**src/rtl/h80_uart_tx_arb_if.sv**
```systemverilog
// Requester and serializer signal bundle for the h80 UART transmit arbiter.
// The master side is the environment (requesters plus uart_tx); the slave side is the arbiter.
interface h80_uart_tx_arb_if #(
    parameter int NUM_REQ = 2
);
    logic [NUM_REQ-1:0]   req_valid;
    logic [8*NUM_REQ-1:0] req_data;
    logic [NUM_REQ-1:0]   req_lock;
    logic [NUM_REQ-1:0]   req_ready;
    logic [2:0]           grant_id;
    logic                 uart_tx_busy;
    logic                 uart_tx_en;
    logic [7:0]           uart_tx_data;
    logic                 timeout_err;

    modport master (
        output req_valid,
        output req_data,
        output req_lock,
        output uart_tx_busy,
        input  req_ready,
        input  grant_id,
        input  uart_tx_en,
        input  uart_tx_data,
        input  timeout_err
    );

    modport slave (
        input  req_valid,
        input  req_data,
        input  req_lock,
        input  uart_tx_busy,
        output req_ready,
        output grant_id,
        output uart_tx_en,
        output uart_tx_data,
        output timeout_err
    );
endinterface

```
**src/rtl/h80_uart_tx_arb.sv**
```systemverilog
// Round-robin arbiter sharing one uart_tx serializer among NUM_REQ byte producers.
// Optional burst lock (same requester keeps the port while it holds req_lock): define H80_UART_ARB_LOCK_EN.
module h80_uart_tx_arb #(
    parameter int NUM_REQ       = 2,
    parameter int BUSY_WAIT_MAX = 15
) (
    input  logic             clk,
    input  logic             reset,
    h80_uart_tx_arb_if.slave bus
);

    typedef enum logic [1:0] {
        S_IDLE  = 2'b00,
        S_START = 2'b01,
        S_SEND  = 2'b10
    } state_t;

    localparam logic [7:0]         WAIT_MAX_C = 8'(BUSY_WAIT_MAX);
    localparam logic [3:0]         NUM_REQ_C  = 4'(NUM_REQ);
    localparam logic [2:0]         LAST_REQ_C = 3'(NUM_REQ - 1);
    localparam logic [NUM_REQ-1:0] ONE_C      = {{(NUM_REQ-1){1'b0}}, 1'b1};
    localparam logic [NUM_REQ-1:0] ZERO_C     = {NUM_REQ{1'b0}};

    state_t               state_r;
    state_t               state_s;
    logic [7:0]           wait_cnt_r;
    logic [7:0]           wait_cnt_s;
    logic [2:0]           grant_id_r;
    logic [2:0]           grant_id_s;
    logic [NUM_REQ-1:0]   ready_r;
    logic [NUM_REQ-1:0]   ready_s;
    logic                 tx_en_r;
    logic                 tx_en_s;
    logic [7:0]           tx_data_r;
    logic [7:0]           tx_data_s;
    logic                 timeout_r;
    logic                 timeout_s;

    logic [2*NUM_REQ-1:0] valid_dbl_s;
    logic [2*NUM_REQ-1:0] valid_rot_full_s;
    logic [NUM_REQ-1:0]   valid_rot_s;
    logic [NUM_REQ-1:0]   first_hot_s;
    logic [2:0]           rr_offset_s;
    logic [3:0]           rr_sum_s;
    logic [2:0]           rr_win_s;
    logic                 lock_hit_s;
    logic                 win_found_s;
    logic [2:0]           win_id_s;
    logic [8*NUM_REQ-1:0] data_shift_s;

    // Rotate the valid vector so bit 0 is grant_id+1, then pick the lowest set bit.
    always_comb begin
        valid_dbl_s      = {bus.req_valid, bus.req_valid};
        valid_rot_full_s = valid_dbl_s >> ({1'b0, grant_id_r} + 4'd1);
        valid_rot_s      = valid_rot_full_s[NUM_REQ-1:0];
        first_hot_s      = valid_rot_s & (~valid_rot_s + ONE_C);
        rr_offset_s      = 3'd0;
        for (int k = 0; k < NUM_REQ; k++) begin
            rr_offset_s = rr_offset_s | (first_hot_s[k] ? 3'(k) : 3'd0);
        end
        rr_sum_s = {1'b0, grant_id_r} + 4'd1 + {1'b0, rr_offset_s};
        rr_win_s = (rr_sum_s >= NUM_REQ_C) ? 3'(rr_sum_s - NUM_REQ_C) : rr_sum_s[2:0];
    end

`ifdef H80_UART_ARB_LOCK_EN
    logic               lock_pri_r;
    logic [NUM_REQ-1:0] lock_rot_s;

    // Lock priority is armed when a byte completes and spent by the next grant; a timeout never arms it.
    always_ff @(posedge clk) begin
        if (reset) begin
            lock_pri_r <= 1'b0;
        end else if ((state_r == S_SEND) && (state_s == S_IDLE)) begin
            lock_pri_r <= 1'b1;
        end else if ((state_r == S_IDLE) && (state_s == S_START)) begin
            lock_pri_r <= 1'b0;
        end else begin
            lock_pri_r <= lock_pri_r;
        end
    end

    assign lock_rot_s = (bus.req_lock & bus.req_valid) >> grant_id_r;
    assign lock_hit_s = lock_pri_r & lock_rot_s[0];
`else
    logic unused_lock_s;

    assign unused_lock_s = ^bus.req_lock;
    assign lock_hit_s    = 1'b0;
`endif

    assign win_found_s  = lock_hit_s | (|bus.req_valid);
    assign win_id_s     = lock_hit_s ? grant_id_r : rr_win_s;
    assign data_shift_s = bus.req_data >> {win_id_s, 3'b000};

    // Next-state and next-output logic for the grant / start / send sequence.
    always_comb begin
        state_s    = state_r;
        wait_cnt_s = wait_cnt_r;
        grant_id_s = grant_id_r;
        ready_s    = ZERO_C;
        tx_en_s    = tx_en_r;
        tx_data_s  = tx_data_r;
        timeout_s  = 1'b0;
        case (state_r)
            S_IDLE: begin
                if (!bus.uart_tx_busy && win_found_s) begin
                    grant_id_s = win_id_s;
                    ready_s    = ONE_C << win_id_s;
                    tx_data_s  = data_shift_s[7:0];
                    tx_en_s    = 1'b1;
                    wait_cnt_s = 8'd0;
                    state_s    = S_START;
                end else begin
                    state_s = S_IDLE;
                end
            end
            S_START: begin
                if (bus.uart_tx_busy) begin
                    tx_en_s    = 1'b0;
                    wait_cnt_s = 8'd0;
                    state_s    = S_SEND;
                end else if (wait_cnt_r == WAIT_MAX_C) begin
                    // Serializer never acknowledged: drop the byte, requester was already released.
                    tx_en_s    = 1'b0;
                    timeout_s  = 1'b1;
                    wait_cnt_s = 8'd0;
                    state_s    = S_IDLE;
                end else begin
                    wait_cnt_s = wait_cnt_r + 8'd1;
                end
            end
            S_SEND: begin
                if (!bus.uart_tx_busy) begin
                    state_s = S_IDLE;
                end else begin
                    state_s = S_SEND;
                end
            end
            default: begin
                tx_en_s    = 1'b0;
                wait_cnt_s = 8'd0;
                state_s    = S_IDLE;
            end
        endcase
    end

    // State and output registers; reset leaves requester 0 first in rotation.
    always_ff @(posedge clk) begin
        if (reset) begin
            state_r    <= S_IDLE;
            wait_cnt_r <= 8'd0;
            grant_id_r <= LAST_REQ_C;
            ready_r    <= ZERO_C;
            tx_en_r    <= 1'b0;
            tx_data_r  <= 8'd0;
            timeout_r  <= 1'b0;
        end else begin
            state_r    <= state_s;
            wait_cnt_r <= wait_cnt_s;
            grant_id_r <= grant_id_s;
            ready_r    <= ready_s;
            tx_en_r    <= tx_en_s;
            tx_data_r  <= tx_data_s;
            timeout_r  <= timeout_s;
        end
    end

    assign bus.req_ready    = ready_r;
    assign bus.grant_id     = grant_id_r;
    assign bus.uart_tx_en   = tx_en_r;
    assign bus.uart_tx_data = tx_data_r;
    assign bus.timeout_err  = timeout_r;

endmodule

```
**src/flat_wrapper.sv**
```systemverilog
// flat-port wrapper written by rule: the top's interface ports become plain ports
module h80_uart_tx_arb_flat 
#(
    parameter int NUM_REQ       = 2,
    parameter int BUSY_WAIT_MAX = 15
)
  (clk, reset, bus_req_valid, bus_req_data, bus_req_lock, bus_uart_tx_busy, bus_req_ready, bus_grant_id, bus_uart_tx_en, bus_uart_tx_data, bus_timeout_err);
  h80_uart_tx_arb_if #(.NUM_REQ(NUM_REQ)) bus_i ();
  input  logic clk;
  input  logic reset;
  input wire logic [$bits(bus_i.req_valid)-1:0] bus_req_valid;
  input wire logic [$bits(bus_i.req_data)-1:0] bus_req_data;
  input wire logic [$bits(bus_i.req_lock)-1:0] bus_req_lock;
  input wire logic [$bits(bus_i.uart_tx_busy)-1:0] bus_uart_tx_busy;
  output wire logic [$bits(bus_i.req_ready)-1:0] bus_req_ready;
  output wire logic [$bits(bus_i.grant_id)-1:0] bus_grant_id;
  output wire logic [$bits(bus_i.uart_tx_en)-1:0] bus_uart_tx_en;
  output wire logic [$bits(bus_i.uart_tx_data)-1:0] bus_uart_tx_data;
  output wire logic [$bits(bus_i.timeout_err)-1:0] bus_timeout_err;
  assign bus_i.req_valid = bus_req_valid;
  assign bus_i.req_data = bus_req_data;
  assign bus_i.req_lock = bus_req_lock;
  assign bus_i.uart_tx_busy = bus_uart_tx_busy;
  assign bus_req_ready = bus_i.req_ready;
  assign bus_grant_id = bus_i.grant_id;
  assign bus_uart_tx_en = bus_i.uart_tx_en;
  assign bus_uart_tx_data = bus_i.uart_tx_data;
  assign bus_timeout_err = bus_i.timeout_err;
  h80_uart_tx_arb #(.NUM_REQ(NUM_REQ), .BUSY_WAIT_MAX(BUSY_WAIT_MAX)) u_core (.clk(clk), .reset(reset), .bus(bus_i));
endmodule
```
**config.mk**
```make
export PLATFORM = sky130hd
export DESIGN_NAME = h80_uart_tx_arb_flat
export DESIGN_NICKNAME = d
export VERILOG_FILES = /design/src/rtl/h80_uart_tx_arb_if.sv /design/src/rtl/h80_uart_tx_arb.sv /design/src/flat_wrapper.sv
export SDC_FILE = /design/constraint.sdc
export NUM_CORES = 1
export LEC_CHECK = 0
export ABC_AREA = 1
export CAP_MARGIN = 20
export CORE_MARGIN = 2
export CORE_UTILIZATION = 52
export DETAILED_ROUTE_END_ITERATION = 8
export PLACE_DENSITY_LB_ADDON = 0.15
export RECOVER_POWER = 25
export SYNTH_ARGS = -nofsm -noshare
export SYNTH_HDL_FRONTEND = slang
export SYNTH_SLANG_ARGS = --single-unit
export TNS_END_PERCENT = 30
```
**constraint.sdc**
```tcl
create_clock -name clk -period 3.4 [get_ports clk]
set_input_delay 0.51 -clock clk [delete_from_list [all_inputs] [get_ports clk]]
set_output_delay 0.51 -clock clk [all_outputs]
set_load 0.01 [all_outputs]
```
# ---- After elaboration in Yosys (flattened, before gate mapping)
# Index checks and enable logic that the tools add are counted.
dict set report word_totals {
  register_bits 25
  mem_count 0
  romBits 0
  ram_bits 0
  input_bits 23
  wordCells 52
  latch_bits 0
}
dict set report classes {
  n_eq_ne 5
  bitwise 6
  muxes 16
  n_div 0
  addsub 5
  reduce_logical 9
  n_mul 0
  order_cmp 1
  shifts 3
}
# cell n
set ops {}
lappend ops {{two-way mux 8 bit} 3}
lappend ops {{one-hot mux 8 bit (3 select lines)} 1}
lappend ops {{>> shifter 16 x 6 -> 8 bit} 1}
lappend ops {{adder 8 x 1 -> 8 bit (second input constant)} 1}
lappend ops {{== test 8 x 4 -> 1 bit (second input constant)} 1}
lappend ops {{two-way mux 1 bit} 6}
lappend ops {{two-way mux 2 bit} 3}
lappend ops {{one-hot mux 2 bit (3 select lines)} 1}
lappend ops {{OR reduction 3 bit} 2}
lappend ops {{adder 3 x 1 -> 4 bit (second input constant)} 1}
lappend ops {{adder 4 x 1 -> 4 bit} 1}
lappend ops {{greater-or-equal comparator 4 x 2 -> 1 bit (second input constant)} 1}
lappend ops {{inverter 1 bit} 4}
lappend ops {{AND reduction 2 bit} 2}
lappend ops {{>> shifter 4 x 4 -> 2 bit} 1}
lappend ops {{two-way mux 3 bit} 1}
lappend ops {{!= test 3 x 2 -> 1 bit (second input constant)} 1}
lappend ops {{one-hot mux 1 bit (3 select lines)} 1}
lappend ops {{AND reduction 3 bit} 1}
lappend ops {{left shift 1 x 3 -> 2 bit (first input constant)} 1}
lappend ops {{subtractor 3 x 2 -> 3 bit (second input constant)} 1}
lappend ops {{adder 2 x 1 -> 2 bit (second input constant)} 1}
lappend ops {{AND 2 bit} 1}
lappend ops {{== test 2 x 1 -> 1 bit (second input constant)} 1}
lappend ops {{7 further kinds} 7}

# ---- Depth between registers and ports, before layout
dict set report logic_depth {
  depth_word 10
  ltp_mapped 13
  mapped_depth_nobuf 13
}

# ---- Worst setup path before layout
# OpenSTA, ideal clock, no wires.
dict set report synth_timing {
  path_kind {input port to flip-flop}
  from {input port bus_req_valid[0]}
  to {register u_core.tx_data_r[0], in the netlist u_core.bus.uart_tx_data[0]}
  arrival_ns 1.924
  required_ns 3.334
  path_stages 11
  path_slack_ns 1.410
  setup_ns 0.066
  path_cell_list {or2_4 nand4_1 ha_1 inv_1 ha_1 inv_2 nand3_1 nand2_4 nor2_8 nand2_2 a21oi_2}
}
dict set report synth_via {
  elab_chain_cells 9
  word_cells_on_any_way 13
  classes_between {add/sub: 3; order compare: 1; shift: 2; mux: 2; bitwise: 2; reduce/logical: 3}
}
# element line
set synth_rtl {}
lappend synth_rtl {{from (decl)} flat_wrapper.sv:11} ;# input wire logic [$bits(bus_i.req_valid)-1:0] bus_req_valid;
lappend synth_rtl {{>> shifter 4 x 4 -> 2 bit} h80_uart_tx_arb.sv:54} ;# valid_rot_full_s = valid_dbl_s >> ({1'b0, grant_id_r} + 4'd1);
lappend synth_rtl {{inverter 2 bit} h80_uart_tx_arb.sv:56} ;# first_hot_s = valid_rot_s & (~valid_rot_s + ONE_C);
lappend synth_rtl {{adder 2 x 1 -> 2 bit} h80_uart_tx_arb.sv:56}
lappend synth_rtl {{AND 2 bit} h80_uart_tx_arb.sv:56}
lappend synth_rtl {{two-way mux 1 bit} h80_uart_tx_arb.sv:59} ;# rr_offset_s = rr_offset_s | (first_hot_s[k] ? 3'(k) : 3'd0);
lappend synth_rtl {{adder 4 x 1 -> 4 bit} h80_uart_tx_arb.sv:61} ;# rr_sum_s = {1'b0, grant_id_r} + 4'd1 + {1'b0, rr_offset_s};
lappend synth_rtl {{greater-or-equal comparator 4 x 2 -> 1 bit or subtractor 3 x 2 -> 3 bit (tied branches)} h80_uart_tx_arb.sv:62} ;# rr_win_s = (rr_sum_s >= NUM_REQ_C) ? 3'(rr_sum_s - NUM_REQ_C) : rr_sum_s[2:0];
lappend synth_rtl {{two-way mux 3 bit} h80_uart_tx_arb.sv:62}
lappend synth_rtl {{>> shifter 16 x 6 -> 8 bit} h80_uart_tx_arb.sv:93} ;# assign data_shift_s = bus.req_data >> {win_id_s, 3'b000};
lappend synth_rtl {{to (signal assigned)} h80_uart_tx_arb.sv:163} ;# tx_data_r <= tx_data_s;
lappend synth_rtl {{to (decl)} h80_uart_tx_arb.sv:34} ;# logic [7:0] tx_data_r;
# Parallel ways exist; a longest one is shown, timed or not.
# A chain may end at the register's enable or synchronous reset.

# ---- Worst setup path after layout
dict set report layout_timing {
  from {input port bus_req_valid[0]}
  to {register u_core.tx_data_r[5], in the netlist u_core.bus.uart_tx_data[5]}
}
# Same word-level chain as after synthesis.

==> impl_metrics.csv <==
group,metric,value,unit
sta,hold_viol,0,
grt,grt_max_degree,16,
setup_path,end_kind,"register",
synthesis,async_flop_share,0,%
sta,setup_ws,0.960,ns
sta,rsz0062_at_grt,"no",
final_layout,fill_cells,226,
synthesis,synth_top_area_share,33.9,%
synthesis,synth.distinct_cells,24,
floorplanning,core-area,2730,µm²
floorplanning,fp.dieW,57.3,µm
route,drc,0,
cts,postCtsSetupBuffers,0,
place,dp_hpwl,2580,µm
grt,grt.total_usage,21.4,%
setup_path,reg2reg_from,"u_core.state_r[0]",
sta,clock_skew,0.0102,ns
setup_path,endpoint,"u_core.bus.uart_tx_data[5]",
cts,ctsResizeCount,0,
setup_path,timing.rr.end,"u_core.bus.uart_tx_data[5]",
final_layout,multi_input_comb_area,840,µm²
setup_path,rr_worst_depth,6,
cts,numCtsBuffers,3,
final_layout,nNetsFinal,265,
final_layout,drive_gt1_share,17.1,%
setup_path,crit_fanout,9,
synthesis,ys_ff_latch,25,
floorplanning,num_io_pins,38,
worst_hold_path,hold_class,"reg -> reg",
place,placed_area,1840,µm²
setup_path,startpoint,"bus_req_valid[0]",
synthesis,synth.most_common_cell,"nand2_1",
synthesis,yosys_warnings,0,
setup_path,required,3.66,ns
synthesis,synth_nets,227,
cts,clkLatencyLatePin,0.32,ns
sta,finalCritPeriodShare,71.8,%
sta,min_period,2.44,ns
final_layout,seqCellArea,500,µm²
cts,ctsHoldBuffers,0,
synthesis,synth_area,1480,µm²
floorplanning,start_util,54.0,%
synthesis,syn_avg_cell_area,7.49,µm²
place,dp.cells,261,
grt,grt_pass1_wl,5610,µm
cts,cts_tree,"done",
final_layout,finish.instance_area,1850,µm²
synthesis,ys.flop_type,"dfxtp_1",
synthesis,synth_cells,197,
setup_path,critical_path.most_common_cell,"ha_1",
setup_path,worstSetupStartpointType,"input pin",
synthesis,yosys-top-cells-area,"dfxtp_1, nand2_2, nand2_1",
synthesis,yosysSeqAreaShare,33.9,%
final_layout,instances_no_fill,265,
grt,grt_pass1_vias,1403,
sta,finalSetupTns,0,ns
route,wirelength,3220,µm
run_status,status,"finished, final reports clean",
sta,setup_violations,0,
route,routed_via_density,5.28,
sta,worstMarginPinSlew,0.858,ns
route,wl_per_cell,12.1,µm
setup_path,crit_slowest_cell,"dlygate4sd3_1",
setup_path,crit_type,"in -> reg",
floorplanning,rows,19,
route,first_iter_violations,35,
setup_path,crit_chain,"dlygate4sd3_1, or2_4, nand4_1, ha_1, inv_1, ha_1, inv_2, nand3_1, nand2_4, nor2_8, nand2_2, a21oi_2",
grt,grt_antenna_before_repair,0,
power_and_ir_drop,power_leakage,0.758,nW
cts,clkTransAtPathRegs,0.13,ns
route,vias,1400,
synthesis,synth_edf_count,0,
synthesis,yosysTopAreaCell,"dfxtp_1",
cts,clock_path_buffers,2,
power_and_ir_drop,vdd_drop_max,362,µV
cts,htree_levels,1,
synthesis,synth_top_cells_by_count,"nand2_1, nor2_1, dfxtp_1",
place,portBuffers,35,
cts,cts_root_buffer,"clkbuf_4",
grt,grt_overflow,0,
sta,slew_viol_final,0,
floorplanning,die_h,57.3,µm
cts,clkSinkCount,25,
route,postRouteAntennaNets,0,
final_layout,final_util,67.6,%
power_and_ir_drop,power.density,388,nW/µm²
setup_path,cp_slowest_stage_delay,0.57,ns
route,firstDrtPassIters,4,
setup_path,r2r_slack,1.39,ns
setup_path,critPathArrivalTime,2.70,ns
final_layout,syn2layout_area_growth,25.4,%
sta,max-slew-margin-rel,42.6,%
floorplanning,dieArea,3280,µm²
place,place_congestion,0.851,
place,pre_cts_slack,0.713,ns
run,maxCapViolations,0,
final_layout,num_antenna_cells,0,
sta,fmaxAchievable,0.410,GHz
stage by stage:
| stage | total power, mW | hold WS [ns] |
|---|---|---|
| 2_1_floorplan | 0.508 | 0.462 |
| 3_3_place_gp | 0.587 | 0.462 |
| 3_5_place_dp | 0.596 | 0.464 |
| 4_1_cts | 0.731 | 0.488 |
| 5_1_grt | 0.764 | 0.504 |
| 6_report | 0.718 | 0.483 |
report_power, final:
group / switching [mW] / internal [mW] / leakage [nW] / total [mW]
Clock: 0.0885 / 0.0449 / 0.0139 / 0.133
Combinational: 0.144 / 0.110 / 0.540 / 0.254
Sequential: 0.0171 / 0.314 / 0.204 / 0.331
Total: 0.249 / 0.469 / 0.758 / 0.718
worst min-delay path by stage:
stage	start	slack, ns	to	cells after the start
floorplan	u_core.wait_cnt_r[6]	0.46	u_core.wait_cnt_r[6]	2
detailed placement	u_core.bus.uart_tx_data[1]	0.46	u_core.bus.uart_tx_data[1]	2
global placement	u_core.bus.uart_tx_data[4]	0.46	u_core.bus.uart_tx_data[4]	2
CTS	u_core.bus.uart_tx_data[7]	0.49	u_core.bus.uart_tx_data[7]	2
global route	u_core.bus.uart_tx_data[3]	0.50	u_core.bus.uart_tx_data[3]	2
finish	u_core.bus.uart_tx_data[3]	0.48	u_core.bus.uart_tx_data[3]	2
layout make-up:
cell class / count / area share [%]
multi-input cells: 147 / 45.4
flip-flops and latches: 25 / 27.1
repair buffers: 36 / 19.4
inverters: 22 / 4.47
well taps: 31 / 2.10
clock buffers: 3 / 1.22
clock inverters: 1 / 0.406
cells in the final DEF (no fill, tap or decap), drive strengths merged:
cell type / instances
dlygate4sd3: 1
a21oi: 22
nand3: 12
nand4: 5
or2: 2
dfxtp: 25
nand2: 51
nor4: 3
buf: 1
nor2: 27
o21ai: 10
inv: 22
a21boi: 8
clkdlybuf4s50: 34
ha: 7
clkbuf: 3
clkinvlp: 1
registers in the layout (all words and copies together) (netlist names):
| name | count |
|---|---|
| u_core.bus.grant_id | 3 |
| u_core.bus.req_ready | 2 |
| u_core.bus.timeout_err | 1 |
| u_core.bus.uart_tx_data | 8 |
| u_core.bus.uart_tx_en | 1 |
| u_core.state_r | 2 |
| u_core.wait_cnt_r | 8 |
routing by layer:
| layer | up-vias | wire length [µm] | GRT usage [%] | share of wire [%] |
|---|---|---|---|---|
| met5 | - | 0 | 0 | 0 |
| met4 | 0 | 36 | 5.98 | 1.1 |
| met3 | 4 | 157 | 5.44 | 4.9 |
| met2 | 37 | 1710 | 41.1 | 53 |
| met1 | 636 | 1310 | 22.8 | 41 |
| li1 | 723 | - | - | - |
worst max-delay path: cells and delay by family:
| kind | cells | cell delay [ns] |
|---|---|---|
| buffers and inverters | 3 | 0.74 |
| adder cells (fa/ha/maj) | 2 | 0.50 |
| AND/OR/NAND/NOR | 6 | 0.82 |
| AO/OA/AOI/OAI | 1 | 0.12 |
cell families after synthesis:
kind of cell | Yosys count | share of synthesized area (%)
and+or+nand+nor | 100 | 35.0
AOI/OAI and AO/OA | 40 | 17.5
buffers and inverters | 25 | 7.63
DFF | 25 | 33.9
adders and majority gates | 7 | 5.94
Power figures use the tool's default switching activity.
